<file path="src/rtl/rd_stream_fetch.sv">
// rd_stream_fetch: streaming cache-line prefetcher with an in-order reorder buffer.
// On a start pulse it reads num_clines consecutive lines beginning at base_addr,
// tags each read with its reorder slot, accepts responses in any order and hands
// the lines to the consumer strictly in address order.
//
// Build option: define RD_STREAM_FETCH_ERRCHK_EN to track a pending bit per slot.
// With it, responses that carry a stale or out-of-range tag are dropped and they
// raise the sticky err flag. Without it, err is tied low and every response that
// arrives outside IDLE is written.
//
// Ports:
//   clk, reset          rising-edge clock, asynchronous active-high reset
//   start               one-cycle job start, sampled only in IDLE
//   base_addr           first line address of the job
//   num_clines          number of lines in the job (0 completes immediately)
//   rd_req_addr/mdata   registered read request address and slot tag
//   rd_req_en           registered read request strobe
//   rd_req_almostfull   request channel backpressure
//   rd_rsp_valid/mdata/data  read response strobe, tag and line
//   out_valid/data/last in-order line to the consumer, last marks the final line
//   out_ready           consumer accepts the current line
//   busy                job in FETCH or DRAIN
//   done                one-cycle completion pulse
//   err                 sticky tag-error flag
module rd_stream_fetch #(
    parameter int unsigned ADDR_LMT    = 20,
    parameter int unsigned MDATA       = 14,
    parameter int unsigned CACHE_WIDTH = 512,
    parameter int unsigned DEPTH       = 8
) (
    input  logic                   clk,
    input  logic                   reset,
    input  logic                   start,
    input  logic [ADDR_LMT-1:0]    base_addr,
    input  logic [31:0]            num_clines,
    output logic [ADDR_LMT-1:0]    rd_req_addr,
    output logic [MDATA-1:0]       rd_req_mdata,
    output logic                   rd_req_en,
    input  logic                   rd_req_almostfull,
    input  logic                   rd_rsp_valid,
    input  logic [MDATA-1:0]       rd_rsp_mdata,
    input  logic [CACHE_WIDTH-1:0] rd_rsp_data,
    output logic                   out_valid,
    output logic [CACHE_WIDTH-1:0] out_data,
    output logic                   out_last,
    input  logic                   out_ready,
    output logic                   busy,
    output logic                   done,
    output logic                   err
);

    localparam int unsigned IDXW = $clog2(DEPTH);

    typedef enum logic [1:0] {
        S_IDLE  = 2'd0,
        S_FETCH = 2'd1,
        S_DRAIN = 2'd2,
        S_DONE  = 2'd3
    } state_t;

    state_t                   r_state;
    state_t                   w_state_nxt;

    logic [ADDR_LMT-1:0]      r_base;
    logic [31:0]              r_num;
    logic [31:0]              r_issued;
    logic [31:0]              r_delivered;
    logic [IDXW-1:0]          r_head;
    logic [DEPTH-1:0]         r_filled;
    logic [CACHE_WIDTH-1:0]   r_mem [DEPTH];

    logic                     r_req_en;
    logic [ADDR_LMT-1:0]      r_req_addr;
    logic [MDATA-1:0]         r_req_mdata;
    logic                     r_out_valid;
    logic                     r_out_last;
    logic [CACHE_WIDTH-1:0]   r_out_data;
    logic                     r_busy;
    logic                     r_done;

    logic                     w_start_job;
    logic                     w_issue;
    logic                     w_pop;
    logic                     w_rsp_live;
    logic                     w_fill;
    logic [IDXW-1:0]          w_fill_idx;
    logic [IDXW-1:0]          w_issue_idx;
    logic [IDXW-1:0]          w_head_nxt;
    logic [DEPTH-1:0]         w_filled_nxt;
    logic [31:0]              w_inflight;
    logic [31:0]              w_delivered_nxt;
    logic                     w_out_valid_nxt;
    logic                     w_out_last_nxt;
    logic [CACHE_WIDTH-1:0]   w_out_data_nxt;

    assign w_inflight  = r_issued - r_delivered;
    assign w_issue_idx = r_issued[IDXW-1:0];
    assign w_fill_idx  = rd_rsp_mdata[IDXW-1:0];
    assign w_rsp_live  = rd_rsp_valid && (r_state != S_IDLE);
    assign w_pop       = r_out_valid && out_ready;

    // Next-state and issue decision; inflight counts requested-but-not-popped
    // lines from registered counters, so a slot freed by a pop is reusable next cycle.
    always_comb begin
        w_state_nxt = r_state;
        w_start_job = 1'b0;
        w_issue     = 1'b0;
        case (r_state)
            S_IDLE: begin
                if (start) begin
                    w_start_job = 1'b1;
                    w_state_nxt = (num_clines == 32'd0) ? S_DONE : S_FETCH;
                end
            end
            S_FETCH: begin
                if (r_issued == r_num) begin
                    w_state_nxt = S_DRAIN;
                end else if (!rd_req_almostfull && (w_inflight < 32'(DEPTH))) begin
                    w_issue = 1'b1;
                end
            end
            S_DRAIN: begin
                if (r_delivered == r_num) begin
                    w_state_nxt = S_DONE;
                end
            end
            S_DONE: begin
                w_state_nxt = S_IDLE;
            end
            default: begin
                w_state_nxt = S_IDLE;
            end
        endcase
    end

    always_ff @(posedge clk or posedge reset) begin
        if (reset) begin
            r_state <= S_IDLE;
        end else begin
            r_state <= w_state_nxt;
        end
    end

`ifdef RD_STREAM_FETCH_ERRCHK_EN
    logic [DEPTH-1:0] r_pending;
    logic [DEPTH-1:0] w_pending_nxt;
    logic             r_err;
    logic             w_rsp_bad;

    // A response is only trusted if its slot has a request in flight and the tag
    // carries nothing above the slot index.
    assign w_rsp_bad = w_rsp_live &&
                       (!r_pending[w_fill_idx] || ((rd_rsp_mdata >> IDXW) != '0));
    assign w_fill    = w_rsp_live && !w_rsp_bad;

    always_comb begin
        w_pending_nxt = r_pending;
        if (w_start_job) begin
            w_pending_nxt = '0;
        end
        if (w_fill) begin
            w_pending_nxt[w_fill_idx] = 1'b0;
        end
        if (w_issue) begin
            w_pending_nxt[w_issue_idx] = 1'b1;
        end
    end

    always_ff @(posedge clk or posedge reset) begin
        if (reset) begin
            r_pending <= '0;
            r_err     <= 1'b0;
        end else begin
            r_pending <= w_pending_nxt;
            if (w_rsp_bad) begin
                r_err <= 1'b1;
            end
        end
    end

    assign err = r_err;
`else
    logic w_unused_mdata;

    assign w_fill         = w_rsp_live;
    assign w_unused_mdata = ^(rd_rsp_mdata >> IDXW);
    assign err            = 1'b0;
`endif

    // Reorder-buffer bookkeeping; pop clears the head slot before a fill of another slot lands.
    always_comb begin
        w_filled_nxt = r_filled;
        if (w_start_job) begin
            w_filled_nxt = '0;
        end
        if (w_pop) begin
            w_filled_nxt[r_head] = 1'b0;
        end
        if (w_fill) begin
            w_filled_nxt[w_fill_idx] = 1'b1;
        end
    end

    assign w_head_nxt      = w_start_job ? '0 : (r_head + IDXW'(w_pop));
    assign w_delivered_nxt = w_start_job ? 32'd0 : (r_delivered + 32'(w_pop));
    assign w_out_valid_nxt = w_filled_nxt[w_head_nxt];
    assign w_out_last_nxt  = w_out_valid_nxt && (w_delivered_nxt == (r_num - 32'd1));
    // Bypass so a line written into the new head slot is presented on the next cycle.
    assign w_out_data_nxt  = (w_fill && (w_fill_idx == w_head_nxt)) ? rd_rsp_data
                                                                    : r_mem[w_head_nxt];

    always_ff @(posedge clk) begin
        if (w_fill) begin
            r_mem[w_fill_idx] <= rd_rsp_data;
        end
    end

    // Job registers, request port and consumer port.
    always_ff @(posedge clk or posedge reset) begin
        if (reset) begin
            r_base      <= '0;
            r_num       <= '0;
            r_issued    <= '0;
            r_delivered <= '0;
            r_head      <= '0;
            r_filled    <= '0;
            r_req_en    <= 1'b0;
            r_req_addr  <= '0;
            r_req_mdata <= '0;
            r_out_valid <= 1'b0;
            r_out_last  <= 1'b0;
            r_out_data  <= '0;
            r_busy      <= 1'b0;
            r_done      <= 1'b0;
        end else begin
            if (w_start_job) begin
                r_base <= base_addr;
                r_num  <= num_clines;
            end
            r_issued    <= w_start_job ? 32'd0 : (r_issued + 32'(w_issue));
            r_delivered <= w_delivered_nxt;
            r_head      <= w_head_nxt;
            r_filled    <= w_filled_nxt;
            r_req_en    <= w_issue;
            if (w_issue) begin
                r_req_addr  <= r_base + ADDR_LMT'(r_issued);
                r_req_mdata <= MDATA'(w_issue_idx);
            end
            r_out_valid <= w_out_valid_nxt;
            r_out_last  <= w_out_last_nxt;
            r_out_data  <= w_out_data_nxt;
            r_busy      <= (w_state_nxt == S_FETCH) || (w_state_nxt == S_DRAIN);
            r_done      <= (w_state_nxt == S_DONE);
        end
    end

    assign rd_req_en    = r_req_en;
    assign rd_req_addr  = r_req_addr;
    assign rd_req_mdata = r_req_mdata;
    assign out_valid    = r_out_valid;
    assign out_last     = r_out_last;
    assign out_data     = r_out_data;
    assign busy         = r_busy;
    assign done         = r_done;

endmodule

</file>
<file path="config.mk">
export PLATFORM = sky130hd
export DESIGN_NAME = rd_stream_fetch
export DESIGN_NICKNAME = d
export VERILOG_FILES = /design/src/rtl/rd_stream_fetch.sv
export SDC_FILE = /design/constraint.sdc
export NUM_CORES = 2
export LEC_CHECK = 0
export ABC_AREA = 1
export CAP_MARGIN = 20
export CORE_AREA = 8 8 656 658
export DETAILED_ROUTE_END_ITERATION = 8
export DIE_AREA = 0 0 664 666
export PLACE_DENSITY_LB_ADDON = 0.25
export SLEW_MARGIN = 20
export SYNTH_ARGS = -nofsm -noshare
export SYNTH_HDL_FRONTEND = slang
export SYNTH_SLANG_ARGS = --single-unit
</file>
<file path="constraint.sdc">
create_clock -name clk -period 29.5 [get_ports clk]
set_input_delay 4.425 -clock clk [delete_from_list [all_inputs] [get_ports clk]]
set_output_delay 4.425 -clock clk [all_outputs]
set_load 0.03 [all_outputs]
</file>
; ---- Yosys cells after proc, flatten, opt, wreduce, memory -nomap -nowiden
; Memories as Yosys holds them, arrays and structs flattened. A register that Yosys moved wholly into a read port is not among the register bits.
; Index checks and enable logic that the tools add are counted.
; Widths: inputs -> output; s select.
[op_classes]
add_sub_neg = 6
n_lt_le_gt_ge = 6
eq_ne = 9
muxes = 24
bitwise = 3
n_reduce_logical = 11
[ops]
columns = operator, count
row1 = $eq 32x32->1, 3
row2 = $add 32x1->32, 2
row3 = $mux 32, 2
row4 = $logic_not 32->1, 1
row5 = $lt 32x4->1 const B, 1
row6 = $sub 32x1->32 const B, 1
row7 = $sub 32x32->32, 1
row8 = $mux 8, 3
row9 = $add 20x20->20, 1
row10 = $lt 3x4->1 const B, 3
row11 = $mux 1, 10
row12 = $and 8x8->8, 1
row13 = $eq 2x2->1 const B, 4
row14 = $mux 2, 4
row15 = $not 8->8, 1
row16 = $or 8x8->8, 1
row17 = $pmux 2 s4, 1
row18 = $demux 1 s3, 2
row19 = $ge 3x1->1 const B, 2
row20 = $logic_and 1x1->1, 6
row21 = $eq 2x1->1 const B, 2
row22 = $add 3x1->3, 1
row23 = $bmux 1 s3, 1
row24 = $mux 3, 1
row25 = other kinds (4), 4
[word_totals]
ff_bits = 157
ramBits = 4096
inputBits = 584
output_inout_bits = 552
word_cells = 74
n_memories = 1
[mem_list]
columns = name, words, width, read_ports, rd_ports_with_merged_regs, wr, line_no
row1 = r_mem, 8, 512, 1, 1, 1, 70  ; logic [CACHE_WIDTH-1:0] r_mem [DEPTH];

; ---- Longest topological paths before layout
[depth]
depth_word = 12
mapped_depth = 37
depth_no_buf = 35

; ---- Least setup slack after synthesis
; No wires, ideal clock.
[synth_path]
path_type = in2reg
startpoint = input rd_rsp_valid
endpoint = memory r_mem[0][0], enable pin
setup_ns = 1.402
arrival_ns = 25.945
slack_ns = 2.153
stages = 4
cell_sequence = inv_1 > nor2_1 > nand2_1 > nor2_1
[synth_between]
elab_chain_cells = 3
[synth_lines]
columns = element, line_no
row1 = from (decl), 40  ; input logic rd_rsp_valid,
row2 = $logic_and 1x1->1, 99  ; assign w_rsp_live = rd_rsp_valid && (r_state != S_IDLE);
row3 = $mux 1, 213  ; if (w_fill) begin
row4 = $mux 1 (implied by the code), 214  ; r_mem[w_fill_idx] <= rd_rsp_data;
row5 = to (decl), 70
; Every way passes these cells.

; ---- Worst setup path after layout
[layout_path]
startpoint = input start
endpoint = register r_out_data[425], in the netlist out_data[425], read port of r_mem
[layout_between]
elab_chain_cells = 3
[layout_lines]
columns = element, line_no
row1 = from (decl), 33  ; input logic start,
row2 = $mux 1, 110  ; if (start) begin
row3 = $mux 1, 108  ; case (r_state)
row4 = $mux 3, 204  ; assign w_head_nxt = w_start_job ? '0 : (r_head + IDXW'(w_pop));
row5 = to (decl), 77  ; logic [CACHE_WIDTH-1:0] r_out_data;
; Every way passes these cells.
; A chain may end at the register's enable or synchronous reset.

==> results.ini <==
[timing]
hold_violations = 0
setup_viol = 0
fmax_mhz = 96.0
period_needed_ns = 10.42
relSlewSlack_pct = 13.9
post-route-period-util_pct = 35.3
final_max_slew_viol_count = 0
worstMarginPinSlew_ns = 1.29
rsz0062_at_grt = no
skew_ns = 0.109
tns_ns = 0

[detailed_routing]
wire_per_inst_um = 24.7
ant_nets = 0
wl_um = 536000
via_count = 122000
drtIter0Drc = 11800
via_per_inst = 5.61
drcViolationCount = 0
dr.pass1.iters = 6

[setup_path]
cp.arrival_ns = 11.34
crit_path_frequent_cell = buf_4
crit_slowest_cell = buf_4
cp_slowest_stage_delay_ns = 0.79
worstPathCellList = clkdlybuf4s50_1, nand2_2, clkinv_2, a21oi_4, buf_4, inv_8, o22ai_2, a21oi_1, and2_4, inv_16, buf_4, buf_4, buf_4, o211ai_1, nand2_1
worstSetupEndpointType = flip-flop
path_max_fanout = 116
crit_path_start_kind = primary input
worstSetupPathType = primary input to flip-flop
cp_data_required_time_ns = 30.42

[synthesis]
syn_area_per_cell_um2 = 12.7
yosysUniqueCellTypes = 58
seq_area_frac_synth_pct = 74.3
synth.largest_area_cell = edfxtp_1
yosys_register_bits = 4765
synth-edff-count = 4096
synthTopCellsByArea = edfxtp_1 (65%), dfrtp_1 (8.9%), o21ai_0 (6.5%), nor2_1 (4.6%), nand2_1 (4.2%)
synth_commonest_cells = edfxtp_1 (4096), o21ai_0 (2458), nor2_1 (2294)
synth_ff_type = edfxtp_1
netlist_area_um2 = 188000
yosysMostFrequentCell = edfxtp_1
ys_warn_count = 0
synth.top_cell.area_share_pct = 65.4
async_flop_share_pct = 14.0
synthCells = 14800

[finish]
fill_cells = 35100
drive_above_1_share_pct = 5.86
multi_input_area_um2 = 43000
syn_to_final_growth_pct = 17.2
seqCellArea_um2 = 140000
final_area_um2 = 220000
num-nets-final = 16300

[status]
outcome = finished, final reports clean

[floorplanning]
core-area_um2 = 419000
die_y_um = 666
pin_count = 1136
die-area_um2 = 442000
rows = 238
initial_core_util_pct = 44.9
die_w_um = 664

[clocking]
clock_path_buffers = 4
clock_latency_ns = 1.04
cts_root_buf = clkbuf_16
cts_tree = built
post_cts_buffers = 0
htree_levels = 5
clkSinkCount = 4765
clk_pin_slew_ns = 0.06
postCtsHoldBufs = 0
ctsResizeCount = 0
cts_buffers = 475

[place]
gp_congestion = 0.907
place_area_um2 = 204000
port_buffers = 1112
place_hpwl_um = 299000

[grt]
grt_max_degree = 211
grt_usage_pct = 23.2
grt_pass1_wl_um = 782000
grt-ovfl-total = 0
grt_antenna_before_repair = 180
grt_pass1_vias = 118000

[power_and_ir_drop]
ir_worst_vdd_mv = 0.107
cellPowerDensity_nw_per_um2 = 101
p_total_mw = 22.3
p_leak_nw = 76.0

[run]
cap_viol_max_count = 0

[worst_hold_path]
hold_path_class = flip-flop to flip-flop

==> per-stage QoR <==
step	hold slack (ns)	util (%)	cells	worst slack [ns]
2_1_floorplan	0.455	-	14900	2.15
4_1_cts	0.475	52.5	21600	18.98
6_report	0.475	52.6	21700	19.08
3_3_place_gp	0.456	48.6	20700	17.93
3_5_place_dp	0.460	48.6	20700	17.88
5_1_grt	0.499	52.6	21700	18.78
==> worst paths after layout <==
| kind | from | end | slack [ns] | cells after the start |
|---|---|---|---|---|
| setup / recovery | start | out_data[425] | 19.08 | 15 |
| hold / removal | rd_req_addr[16] | rd_req_addr[16] | 0.47 | 2 |
| setup reg to reg | r_state[1] | out_data[503] | 22.29 | 13 |
| hold reg to reg | rd_req_addr[16] | rd_req_addr[16] | 0.47 | 2 |
| max in group asynchronous | reset | out_data[461] | 22.10 | 6 |
| min in group asynchronous | reset | out_data[315] | 3.93 | 2 |
==> cell type report <==
cell class / instances / share of cell area [%]
Tap cell: 5520 / 3.13
Multi-Input combinational cell: 8794 / 19.5
Inverter: 339 / 0.599
Timing Repair Buffer: 1283 / 5.82
Clock inverter: 243 / 1.44
Sequential cell: 4765 / 63.4
Clock buffer: 662 / 5.98
Antenna cell: 108 / 0.123
==> sequential cells by signal (all words and copies together), names as in the netlist <==
name	flops
out_valid	1
busy	1
rd_req_addr	20
r_base	20
rd_req_en	1
r_issued	32
out_data	512
r_filled	8
r_delivered	32
r_state	2
r_num	32
rd_req_mdata	3
r_mem	4096
done	1
r_head	3
out_last	1
==> logic make-up after synthesis <==
logic type	synth area share [%]
and+or+nand+nor	9.61
adders and majority gates	0.390
buffers and inverters	2.92
DFF	74.3
other	0.00199
AOI/OAI and AO/OA	12.4
xor gates and xnor gates	0.410
==> metal layers <==
metal	vias up	global-route usage, %	part of all wire, %
met1	61000	30.1	41
li1	55500	-	-
met4	72	12.4	5.1
met3	998	4.07	6.3
met5	-	0	0.086
met2	4116	37.6	48
==> critical path, delay by kind of cell <==
family	cells	cell delay (ns)
compound gates	4	0.83
buf+inv	8	4.94
simple gates	3	0.80
==> report_power, final <==
| part | leakage [nW] | total [mW] | switching, mW | internal [mW] |
|---|---|---|---|---|
| Clock | 7.97 | 6.22 | 2.61 | 3.60 |
| Sequential | 45.1 | 8.29 | 0.389 | 7.90 |
| Combinational | 22.9 | 7.77 | 5.19 | 2.58 |
==> cells in the final DEF, fill, tap and decap left out, types with 59 or more instances in the layout <==
| cell | count |
|---|---|
| clkbuf_16 | 475 |
| edfxtp_1 | 4096 |
| diode_2 | 108 |
| o22ai_1 | 523 |
| clkdlybuf4s50_1 | 1112 |
| dfrtp_1 | 669 |
| clkbuf_8 | 59 |
| o211ai_1 | 343 |
| a21oi_1 | 72 |
| o21ai_0 | 2458 |
| o22a_1 | 511 |
| inv_1 | 331 |
| nand2_1 | 2104 |
| nand3_1 | 142 |
| clkbuf_1 | 128 |
| nor2_1 | 2286 |
| buf_4 | 137 |
| clkinv_2 | 101 |
Note: power is estimated with default switching activity, not from simulation.
